==> src/rtl/fir_tap_sequencer.sv <==
// Time-multiplexed FIR: one 16x16 signed MAC walks TAPS taps over a circular
// sample buffer, then drains the two-stage multiply pipeline before presenting the result.
module fir_tap_sequencer #(
    parameter int TAPS = 32,
    parameter int AW   = 5
) (
    input  logic          aud_bclk,
    input  logic          rst_n,
    input  logic          rx_done,
    input  logic [15:0]   adc_data,
    output logic          coe_rd,
    output logic [AW-1:0] coe_addr,
    input  logic [15:0]   coe_data,
    output logic [33:0]   fir_data,
    output logic          fir_valid,
    output logic          busy,
    output logic          overrun
);

    typedef enum logic [1:0] {IDLE, RUN, DRAIN} state_t;

    state_t             state_q;
    logic [AW-1:0]      wp_q;
    logic [AW-1:0]      k_q;
    logic [15:0]        buf_q [TAPS];
    logic signed [15:0] samp_q;
    logic               mac_vld_q;
    logic               drain_cnt_q;
    logic [33:0]        acc_q;
    logic [33:0]        fir_data_q;
    logic               fir_valid_q;
    logic               overrun_q;
    logic               coe_rd_q;

    logic [AW-1:0]      wp_d;
    logic [AW-1:0]      rd_idx;
    logic signed [31:0] prod;
    logic [33:0]        prod_ext;
    logic [33:0]        acc_d;

    // Address arithmetic is AW bits wide, so the circular wrap comes for free.
    assign wp_d     = wp_q + 1'b1;
    assign rd_idx   = wp_q - k_q;
    assign prod     = samp_q * $signed(coe_data);
    assign prod_ext = {{2{prod[31]}}, prod};
    assign acc_d    = acc_q + prod_ext;

    always_ff @(posedge aud_bclk or negedge rst_n) begin
        if (!rst_n) begin
            state_q     <= IDLE;
            wp_q        <= '0;
            k_q         <= '0;
            samp_q      <= '0;
            mac_vld_q   <= 1'b0;
            drain_cnt_q <= 1'b0;
            acc_q       <= '0;
            fir_data_q  <= '0;
            fir_valid_q <= 1'b0;
            overrun_q   <= 1'b0;
            coe_rd_q    <= 1'b0;
            for (int i = 0; i < TAPS; i++) buf_q[i] <= '0;
        end else begin
            fir_valid_q <= 1'b0;
            overrun_q   <= 1'b0;
            mac_vld_q   <= 1'b0;
            // Product for the sample registered last cycle meets its coefficient now.
            if (mac_vld_q) acc_q <= acc_d;
            case (state_q)
                IDLE: begin
                    if (rx_done) begin
                        buf_q[wp_d] <= adc_data;
                        wp_q        <= wp_d;
                        acc_q       <= '0;
                        k_q         <= '0;
                        coe_rd_q    <= 1'b1;
                        state_q     <= RUN;
                    end
                end
                RUN: begin
                    if (rx_done) overrun_q <= 1'b1;
                    samp_q    <= $signed(buf_q[rd_idx]);
                    mac_vld_q <= 1'b1;
                    if (k_q == AW'(TAPS - 1)) begin
                        k_q         <= '0;
                        coe_rd_q    <= 1'b0;
                        drain_cnt_q <= 1'b0;
                        state_q     <= DRAIN;
                    end else begin
                        k_q <= k_q + 1'b1;
                    end
                end
                DRAIN: begin
                    if (rx_done) overrun_q <= 1'b1;
                    if (drain_cnt_q) begin
                        fir_data_q  <= acc_q;
                        fir_valid_q <= 1'b1;
                        state_q     <= IDLE;
                    end else begin
                        drain_cnt_q <= 1'b1;
                    end
                end
                default: state_q <= IDLE;
            endcase
        end
    end

    assign coe_rd    = coe_rd_q;
    assign coe_addr  = k_q;
    assign fir_data  = fir_data_q;
    assign fir_valid = fir_valid_q;
    assign busy      = (state_q != IDLE);
    assign overrun   = overrun_q;

endmodule

==> config.mk <==
export PLATFORM = sky130hd
export DESIGN_NAME = fir_tap_sequencer
export DESIGN_NICKNAME = d
export VERILOG_FILES = /design/src/rtl/fir_tap_sequencer.sv
export SDC_FILE = /design/constraint.sdc
export NUM_CORES = 2
export LEC_CHECK = 0
export CORE_AREA = 3 3 398 400
export DETAILED_ROUTE_END_ITERATION = 6
export DIE_AREA = 0 0 401 403
export REMOVE_ABC_BUFFERS = 1
export SLEW_MARGIN = 20
export SYNTH_ARGS = -nofsm -noshare
export SYNTH_HDL_FRONTEND = slang
export SYNTH_SLANG_ARGS = --single-unit
==> constraint.sdc <==
create_clock -name aud_bclk -period 10.6 [get_ports aud_bclk]
set_input_delay 2.12 -clock aud_bclk [delete_from_list [all_inputs] [get_ports aud_bclk]]
set_output_delay 2.12 -clock aud_bclk [all_outputs]
set_load 0.005 [all_outputs]
==> impl_metrics.toml <==
[floorplan]
die-width_um = 401
die_h_um = 403
start_util_pct = 24.8
pin_count = 78
row_count = 145
dieArea_um2 = 162000
core_area_um2 = 156000

[timing]
hold_violations = 0
fin_crit_ns = 9.63
max_freq_ghz = 0.104
rsz0062_at_grt = "false"
final.setup_skew_ns = 0.0465
relSlewSlack_pct = 23.3
tightest_slew_ns = 1.15
setup_viol = 0
drv_slew = 0
min_period_over_period_pct = 90.8
setup_tns_ns = 0

[detailed_routing]
wirelength_mm = 92.3
avgViaCountPerCell = 4.54
dr.pass1.iters = 5
drtAntennaViolNets = 0
vias = 23368
drtIter0Drc = 1388
wl_per_cell_um = 17.9
drc_errors = 0

[setup_path]
cp_common_cell = "fa_1"
reg2regPathDepth = 29
critPathKind = "primary input to flop"
cp_data_required_time_ns = 11.13
timing.rr.start = "samp_q[6]"
end_kind = "flop"
startpoint_type = "primary input"
startpoint = "coe_data[7]"
slowest_delay_ns = 0.77
slowest_stage = "clkdlybuf4s50_1"
worstPathMaxFanout = 11
cp.arrival_ns = 10.16

[finish]
final_common_cell = "dfrtp_1"
final_cells = 5149
final_cell_mix = "612 x dfrtp_1, 547 x mux2_2, 315 x inv_1"
syn2layout_area_growth_pct = 13.7
drive_above_1_share_pct = 29.7
fin_nets = 3474
postLayoutCellArea_um2 = 43900

[placed_design]
place_area_um2 = 41900
place_hpwl_mm = 62.7
dp_cells = 5039
port_buffers = 77
gp_congestion = 0.828

[logic_synthesis]
synth_mux_area_share_pct = 26.3
yosys.area.top_type = "dfrtp_1"
async_flop_share_pct = 100
synth.distinct_cells = 62
synthCells = 3018
ys_ff_latch = 613
synth_edf_count = 0
synth_seq_area_share_pct = 39.7
yosysWarnings = 0
synth_top_family_by_area = "multiplexers"
syn_avg_cell_area_um2 = 12.8
synth_fa_ha_area_share_pct = 17.9
yosys.area_share.simple_pct = 6.02
synth_compound_area_share_pct = 3.65
synth-xor-area-share_pct = 1.59
syn_area_um2 = 38600
synth_top_area_share_pct = 39.7
synth_area_leaders = "dfrtp_1 40%, mux2_2 16%, fa_1 14%, mux4_2 9.3%, ha_1 4.2%"
synth_flop_cell = "dfrtp_1"

[cts]
clock_path_buffers = 3
ctsHoldBuffers = 0
cts.htree.levels = 2
cts.clk_slew.worst_paths_ns = 0.07
cts-buffers-inserted = 61
cts_setup_buffers = 0
clock-sinks = 613
ctsResizeCount = 0
cts_tree = "done"
clock-root-buffer = "clkbuf_16"
clk_latency_ns = 0.66

[outcome]
status = "finished, final reports clean"

[grt]
grt_max_degree = 169
grt.total_usage_pct = 11.5
grt_pass1_vias = 24667
grt_pass1_wl_mm = 147
antenna_found_initial = 6
grt_overflow = 0

[min_path]
hold_class = "flop to flop"
holdPathStages = 1
min_from = "buf_q[335]"

[flow_run]
cap_violations = 0
## metrics by stage
stage	hold WS [ns]	setup slack [ns]	util (%)
6_report	0.498	0.970	28.2
4_1_cts	0.502	1.00	28.3
3_3_place_gp	0.481	0.412	26.9
5_1_grt	0.511	0.471	28.2
3_5_place_dp	0.487	0.367	26.9
2_1_floorplan	0.473	1.63	-
## per-layer routing
metal / track usage (%) / part of all wire [%] / up-vias
li1: - / - / 10386
met1: 16.3 / 47 / 12480
met2: 18.8 / 47 / 400
met3: 1.70 / 4.5 / 102
met4: 1.97 / 1.6 / 0
met5: 0 / 0 / -
## cell type report
type / instances / area (µm²)
fill: 15996 / 112000
multi-input combinational: 1913 / 21500
sequential: 613 / 15300
tap: 2058 / 2570
clock buffer: 86 / 1750
timing repair buffer: 140 / 1200
inverter: 315 / 1180
clock inverter: 22 / 344
antenna: 2 / 5.00
## cells in the mapped netlist, types with 2 or more instances
library cell  number
a211oi_1           8
a21boi_0           2
a21o_1            26
a21oi_1           76
a31oi_1           10
a32o_1             2
a32oi_1            2
a41o_1             2
and2_1           114
and3_1             7
and4_1             2
buf_1             10
buf_2              4
clkbuf_1         163
dfrtp_1          613
fa_1             264
ha_1             131
inv_1            315
mux2_2           547
mux2i_1           40
mux4_2           160
nand2_1          173
nand2b_1          24
nand3_1           23
nand3b_1           6
nand4_1            7
nor2_1           103
nor2b_1            5
nor3_1            10
o211ai_1           4
o21a_1            12
o21ai_0           40
o21ai_1            3
o21bai_1           5
o311ai_2           2
o31ai_1            5
or2_2              3
or3_1              3
xnor2_1           52
xor2_1            18
## registers in the layout, summed over array words and instances (netlist names)
register and flops:
coe_addr 5, samp_q 16, buf_q 512, mac_vld_q 1, acc_q 34, state_q 2
fir_data 34, fir_valid 1, wp_q 5, overrun 1, coe_rd 1, drain_cnt_q 1
## critical path: cells and delay by family
| family | cells | cell delay (ns) |
|---|---|---|
| xor+xnor | 1 | 0.17 |
| buf+inv | 6 | 1.01 |
| simple gates | 4 | 0.68 |
| compound gates | 10 | 2.09 |
| fa+ha+maj | 8 | 3.71 |
| mux | 1 | 0.35 |
## cell families (layout without fill, tap and decap cells)
kind of cell | count (synthesis) | count (layout)
multiplexers | 747 | 747
flip-flops | 613 | 613
buffers and inverters | 492 | 563
AND/OR/NAND/NOR | 484 | 484
adder cells (fa/ha/maj) | 395 | 395
AO/OA/AOI/OAI | 217 | 217
XOR/XNOR | 70 | 70
other | 0 | 2
## final timing paths
check                      slack, ns     endpoint
min                             0.50   buf_q[335]
max reg2reg                     2.37    acc_q[32]
max in group asynchronous       7.17   buf_q[211]
min in group asynchronous       1.44  fir_data[2]
min reg2reg                     0.50   buf_q[335]
max                             0.97    acc_q[32]
Power is left out: the tool's default activity adds up to more than one toggle a clock period on the data nets, which glitch-free logic cannot reach.
